[src/rtl/seven_seg_capture.sv]
// Recovers the value shown on a 4-digit multiplexed, active-low seven-segment display
// by sampling its digit-enable and segment lines and assembling complete scans into BCD.
module seven_seg_capture #(
    parameter int unsigned STABLE_CYCLES  = 4,
    parameter int unsigned TIMEOUT_CYCLES = 65536
) (
    input  logic        clk,
    input  logic        reset,
    input  logic [3:0]  DIGIT,
    input  logic [0:6]  DISPLAY,
    output logic [15:0] bcd,
    output logic        frame_valid,
    output logic        frame_done,
    output logic        seg_err,
    output logic        seq_err
);

    localparam int unsigned SCW = $clog2(STABLE_CYCLES + 1);
    localparam int unsigned TCW = $clog2(TIMEOUT_CYCLES + 1);

    typedef enum logic [1:0] {
        HUNT = 2'd0,
        D1   = 2'd1,
        D2   = 2'd2,
        D3   = 2'd3
    } state_t;

    logic [3:0]     r_dig_s1;
    logic [3:0]     r_dig_s2;
    logic [0:6]     r_seg_s1;
    logic [0:6]     r_seg_s2;

    logic [3:0]     r_prev_dig;
    logic [0:6]     r_prev_seg;
    logic [SCW-1:0] r_stab_cnt;
    logic           r_acc;

    logic [TCW-1:0] r_to_cnt;

    state_t         r_state;
    logic [11:0]    r_partial;
    logic [15:0]    r_bcd;
    logic           r_frame_valid;
    logic           r_frame_done;
    logic           r_seg_err;
    logic           r_seq_err;

    logic           w_changed;
    logic [SCW-1:0] w_stab_next;
    logic           w_acc_next;

    logic           w_blank;
    logic           w_onehot;
    logic [1:0]     w_idx;
    logic           w_seg_ok;
    logic [3:0]     w_val;
    logic           w_hit;
    logic           w_timeout;

    state_t         w_state_next;
    logic [11:0]    w_partial_next;
    logic           w_load;
    logic           w_seg_err;
    logic           w_seq_err;
    logic           w_misorder;

    // Two-flop synchronizer; idle lines are high, so reset to all ones
    always_ff @(posedge clk) begin
        if (reset) begin
            r_dig_s1 <= '1;
            r_dig_s2 <= '1;
            r_seg_s1 <= '1;
            r_seg_s2 <= '1;
        end else begin
            r_dig_s1 <= DIGIT;
            r_dig_s2 <= r_dig_s1;
            r_seg_s1 <= DISPLAY;
            r_seg_s2 <= r_seg_s1;
        end
    end

    assign w_changed = (r_dig_s2 != r_prev_dig) || (r_seg_s2 != r_prev_seg);

    always_comb begin
        w_stab_next = r_stab_cnt;
        if (w_changed) begin
            w_stab_next = SCW'(1);
        end else if (r_stab_cnt != SCW'(STABLE_CYCLES)) begin
            w_stab_next = r_stab_cnt + SCW'(1);
        end
        // Fire only on the sample that reaches the threshold, never while saturated
        w_acc_next = (w_stab_next == SCW'(STABLE_CYCLES)) &&
                     (w_changed || (r_stab_cnt != SCW'(STABLE_CYCLES)));
    end

    // r_prev_* holds the accepted pattern during the cycle r_acc is high
    always_ff @(posedge clk) begin
        if (reset) begin
            r_prev_dig <= '1;
            r_prev_seg <= '1;
            r_stab_cnt <= '0;
            r_acc      <= 1'b0;
        end else begin
            r_prev_dig <= r_dig_s2;
            r_prev_seg <= r_seg_s2;
            r_stab_cnt <= w_stab_next;
            r_acc      <= w_acc_next;
        end
    end

    always_comb begin
        w_onehot = 1'b1;
        w_idx    = 2'd0;
        case (r_prev_dig)
            4'b1110: w_idx = 2'd0;
            4'b1101: w_idx = 2'd1;
            4'b1011: w_idx = 2'd2;
            4'b0111: w_idx = 2'd3;
            default: w_onehot = 1'b0;
        endcase
    end

    always_comb begin
        w_seg_ok = 1'b1;
        w_val    = 4'd0;
        case (r_prev_seg)
            7'b0000001: w_val = 4'd0;
            7'b1001111: w_val = 4'd1;
            7'b0010010: w_val = 4'd2;
            7'b0000110: w_val = 4'd3;
            7'b1001100: w_val = 4'd4;
            7'b0100100: w_val = 4'd5;
            7'b0100000: w_val = 4'd6;
            7'b0001111: w_val = 4'd7;
            7'b0000000: w_val = 4'd8;
            7'b0000100: w_val = 4'd9;
            default:    w_seg_ok = 1'b0;
        endcase
    end

    assign w_blank   = (r_prev_dig == 4'b1111);
    assign w_hit     = r_acc && !w_blank;
    assign w_timeout = !w_hit && (r_to_cnt == TCW'(TIMEOUT_CYCLES - 1));

    always_comb begin
        w_state_next   = r_state;
        w_partial_next = r_partial;
        w_load         = 1'b0;
        w_seg_err      = 1'b0;
        w_seq_err      = 1'b0;
        w_misorder     = 1'b0;
        if (w_hit) begin
            if (!w_onehot) begin
                w_seq_err    = 1'b1;
                w_state_next = HUNT;
            end else if (!w_seg_ok) begin
                w_seg_err    = 1'b1;
                w_state_next = HUNT;
            end else begin
                case (r_state)
                    HUNT: begin
                        if (w_idx == 2'd0) begin
                            w_partial_next = {8'h00, w_val};
                            w_state_next   = D1;
                        end
                    end
                    D1: begin
                        if (w_idx == 2'd1) begin
                            w_partial_next[7:4] = w_val;
                            w_state_next        = D2;
                        end else begin
                            w_misorder = 1'b1;
                        end
                    end
                    D2: begin
                        if (w_idx == 2'd2) begin
                            w_partial_next[11:8] = w_val;
                            w_state_next         = D3;
                        end else begin
                            w_misorder = 1'b1;
                        end
                    end
                    D3: begin
                        if (w_idx == 2'd3) begin
                            w_load       = 1'b1;
                            w_state_next = HUNT;
                        end else begin
                            w_misorder = 1'b1;
                        end
                    end
                    default: w_state_next = HUNT;
                endcase
                // A stray digit0 is treated as the start of a fresh scan
                if (w_misorder) begin
                    w_seq_err = 1'b1;
                    if (w_idx == 2'd0) begin
                        w_partial_next = {8'h00, w_val};
                        w_state_next   = D1;
                    end else begin
                        w_state_next = HUNT;
                    end
                end
            end
        end
    end

    always_ff @(posedge clk) begin
        if (reset) begin
            r_to_cnt <= '0;
        end else if (w_hit) begin
            r_to_cnt <= '0;
        end else if (r_to_cnt != TCW'(TIMEOUT_CYCLES)) begin
            r_to_cnt <= r_to_cnt + TCW'(1);
        end
    end

    always_ff @(posedge clk) begin
        if (reset) begin
            r_state       <= HUNT;
            r_partial     <= '0;
            r_bcd         <= '0;
            r_frame_valid <= 1'b0;
            r_frame_done  <= 1'b0;
            r_seg_err     <= 1'b0;
            r_seq_err     <= 1'b0;
        end else begin
            r_state      <= w_timeout ? HUNT : w_state_next;
            r_partial    <= w_partial_next;
            r_frame_done <= w_load;
            r_seg_err    <= w_seg_err;
            r_seq_err    <= w_seq_err;
            if (w_load) begin
                r_bcd         <= {w_val, r_partial};
                r_frame_valid <= 1'b1;
            end else if (w_timeout) begin
                r_frame_valid <= 1'b0;
            end
        end
    end

    assign bcd         = r_bcd;
    assign frame_valid = r_frame_valid;
    assign frame_done  = r_frame_done;
    assign seg_err     = r_seg_err;
    assign seq_err     = r_seq_err;

endmodule

[config.mk]
export PLATFORM = sky130hd
export DESIGN_NAME = seven_seg_capture
export DESIGN_NICKNAME = d
export VERILOG_FILES = /design/src/rtl/seven_seg_capture.sv
export SDC_FILE = /design/constraint.sdc
export NUM_CORES = 1
export LEC_CHECK = 0
export CAP_MARGIN = 10
export CORE_MARGIN = 4
export CORE_UTILIZATION = 56
export CTS_CLUSTER_SIZE = 10
export DETAILED_ROUTE_END_ITERATION = 12
export GPL_TIMING_DRIVEN = 0
export PLACE_DENSITY = 0.78
export SLEW_MARGIN = 20
export SYNTH_ARGS = -nofsm -noshare
export SYNTH_HDL_FRONTEND = slang
export SYNTH_SLANG_ARGS = --single-unit
export TNS_END_PERCENT = 10
[constraint.sdc]
create_clock -name clk -period 2.7 [get_ports clk]
set_input_delay 0.54 -clock clk [delete_from_list [all_inputs] [get_ports clk]]
set_output_delay 0.54 -clock clk [all_outputs]
set_load 0.005 [all_outputs]
==> impl_results.md <==
- Outcome: finished, final reports clean
- Int Pwr: 1.86 mW
- GPL Wtd Cong: 0.909
- Yosys top cell area share: 0.462
- Fin. max-slew vios: 0
- Critical path's slowest cell: or4b_1
- Clk slew on worst S/H paths: 80 ps
- Detailed placement HPWL: 5070 µm
- PwrDens: 540 nW/µm²
- Comb power frac: 0.053
- Syn_area_per_cell: 9.39 µm²
- DR iter-0 viols: 164
- Fin. Hold Viols: 0
- GRT Max-Usage Layer: met2
- Rows: 29
- Routed Antenna Nets: 0
- Synth Cell Area: 3810 µm²
- Synth-to-Final Area Change: 16.4%
- Register area share after synthesis: 0.462
- Hold crit path type: reg -> reg
- Synth warn: 0
- Fin crit period: 2480 ps
- Max FO, Critical Path: 5
- Switching pwr: 0.532 mW
- Peak supply drop: 0.338 mV
- Top-count cell post-synth: dfxtp_1
- H-Tree Depth: 3
- Fill count: 527
- Post-synth top flop: dfxtp_1
- Clock power frac: 0.388
- CP arrival: 2780 ps
- First-pass GRT wire length: 11900 µm
- Initial antenna violation count: 0
- Die height: 90.5 µm
- Met1 GRT Util: 0.219
- Worst path cell trace: ha_1 > and3_1 > and3_1 > and2_1 > nand2_1 > nor2_1 > ha_1 > a21oi_2 > o211ai_1 > or4b_1 > nand2_1
- Setup tns final: 0 ps
- Met2 Use GR: 0.293
- ANT cells: 0
- CP max stage delay: 500 ps
- Final period utilization: 0.919
- Number of enable-type register cells in the synthesized netlist: 0
- Critical path class: reg -> reg
- Register Area: 1760 µm²
- GRT overflow: 0
- Vias in the first global route: 2610
- Ports: 33
- DR vias/cell: 5.43
- DRC Markers: 0
- Mapped Cells: 406
- CTS root buf: clkbuf_8
- Crit. End Element: register
- Die Span X: 90.5 µm
- Met3 Track Usage GR: 0.0333
- Clock buffer count from CTS: 9
- CP top delay family: simple AND/OR/NAND/NOR gates
- Final wirelength: 6980 µm
- Fin area: 4440 µm²
- Peak Freq: 403 MHz
- Share of cells above drive strength 1: 0.167
- Synth area leaders: dfxtp_1, or2_2, xor2_1
- All-Layer GR Usage: 0.178
- CP required: 3000 ps
- CTS sink cnt: 88
- Largest net degree at the start of global routing: 15
- Setup-failing EPs final: 0
- Lkg Pwr: 1.62 nW
- Die ar.: 8190 µm²
- Max-slew headroom: 0.497
- Clock insertion delay at the later pin of the skew report: 350 ps
- Initial core utilization: 0.587
- Synth top cells by count: dfxtp_1, nand2_1, or2_2, nor2_1, a21oi_1
- Number of hold buffers added after CTS: 0
- Critical path launch point type: register
- CP bufs+invs: 0
- Max Cap Viol: 0
- Area of the multi-input gates: 1890 µm²
- #FFs+latches synth: 88
- Slew @ Worst Pin: 748 ps
- Layout Skew: 7.55 ps
- Fraction of registers with async set/reset: 0
- Core Box Area: 6490 µm²
- Sw Ratio: 0.222
- Sequential power share: 0.558
- Drt wl/cell: 13.1 µm
- CTS tree: done
- Synthesized Nets: 428
- Placed cell area: 4230 µm²
- RSZ-0062 raised after global routing: no
- Nets: 471
- Clock buffer depth: 2
- Via count: 2881
- Pre-antenna DRT Iters: 4
- Synth cell types: 56
- Port bufs: 32
- Cell taking the most area after synthesis: dfxtp_1
-- metal layers --
layer | routed length [µm] | part of all wire | up-vias
met3 | 301 | 0.043 | 13
met1 | 3230 | 0.46 | 1326
met5 | 0 | 0 | -
li1 | - | - | 1478
met2 | 3280 | 0.47 | 64
met4 | 161 | 0.023 | 0
-- per-stage QoR --
step,power [mW],utilization,std cells,worst slack (ps),hold WS (ps)
3_3_place_gp,1.49,0.651,515,133,391
2_1_floorplan,1.45,-,406,353,389
4_1_cts,2.42,0.683,531,104,412
3_5_place_dp,1.50,0.651,515,142,393
5_1_grt,2.49,0.683,531,48.8,421
6_report,2.40,0.683,531,219,411
-- sequential cells by signal, summed over array words and instances (netlist names), 2 cells and up, named ones only --
name,flops
r_to_cnt,17
bcd,16
r_partial,8
r_prev_seg,7
r_seg_s1,7
r_seg_s2,7
r_dig_s1,4
r_dig_s2,4
r_prev_dig,4
r_stab_cnt,3
r_state,2
-- power groups by stage --
stage	clock network (mW)	logic [mW]	registers, mW
after floorplan	0	0.0892	1.36
after global placement	0	0.124	1.37
after detailed placement	0	0.128	1.37
after CTS	0.956	0.128	1.34
after global routing	1.01	0.143	1.34
final	0.931	0.128	1.34
-- timing repair --
| action | 4_1_cts | 5_1_grt |
|---|---|---|
| buffers inserted | 0 | 0 |
| setup endpoints to repair | 0 | 1 |
| resized for setup | 0 | 1 |
-- final timing paths --
kind                             from                 endpoint  slack [ps]  cells after the start
max          r_to_cnt[0]$_SDFFE_PP0P_  r_state[1]$_SDFFE_PP0P_         220                     11
min            r_seg_s1[5]$_SDFF_PP1_   r_seg_s2[5]$_SDFF_PP1_         410                      1
max reg2reg  r_to_cnt[0]$_SDFFE_PP0P_  r_state[1]$_SDFFE_PP0P_         220                     11
min reg2reg    r_seg_s1[5]$_SDFF_PP1_   r_seg_s2[5]$_SDFF_PP1_         410                      1
-- cell type report --
| class | instances | area share |
|---|---|---|
| Timing Repair Buffer | 32 | 0.0722 |
| Clock buffer | 12 | 0.0349 |
| Inverter | 10 | 0.00846 |
| Multi-Input combinational cell | 287 | 0.426 |
| Clock inverter | 4 | 0.0116 |
| Tap cell | 77 | 0.0217 |
| Sequential cell | 88 | 0.397 |
| Buffer | 21 | 0.0279 |
-- worst register-to-register path: stages (launching register included) --
cell and delay, ps:
dfxtp_1 360, ha_1 230, and3_1 210, and3_1 220, and2_1 190, nand2_1 80
nor2_1 40, ha_1 190, a21oi_2 230, o211ai_1 120, or4b_1 500, nand2_1 70
-- cell usage in the layout, fill, tap and decap left out, drive strengths merged, types with 9 or more instances in the layout --
cell / netlist / layout
dfxtp: 88 / 88
nand2: 46 / 46
or2: 33 / 33
nor2: 32 / 32
clkdlybuf4s50: 0 / 32
a21oi: 25 / 25
clkbuf: 9 / 21
xor2: 20 / 20
buf: 12 / 12
inv: 10 / 11
nor4: 10 / 10
nand3: 9 / 9
ha: 9 / 9
o21ai: 9 / 9
-- cell families (layout without fill, tap and decap cells) --
family                     count (synthesis)  count (layout)  share of synthesized area
and+or+nand+nor                          179             179                      0.262
AOI/OAI and AO/OA                         67              67                      0.128
xor gates and xnor gates                  27              27                     0.0620
muxes                                      5               5                     0.0144
buffers and inverters                     31              79                     0.0423
DFF                                       88              88                      0.462
adders and majority gates                  9               9                     0.0295
Note: power is estimated with default switching activity, not from simulation.
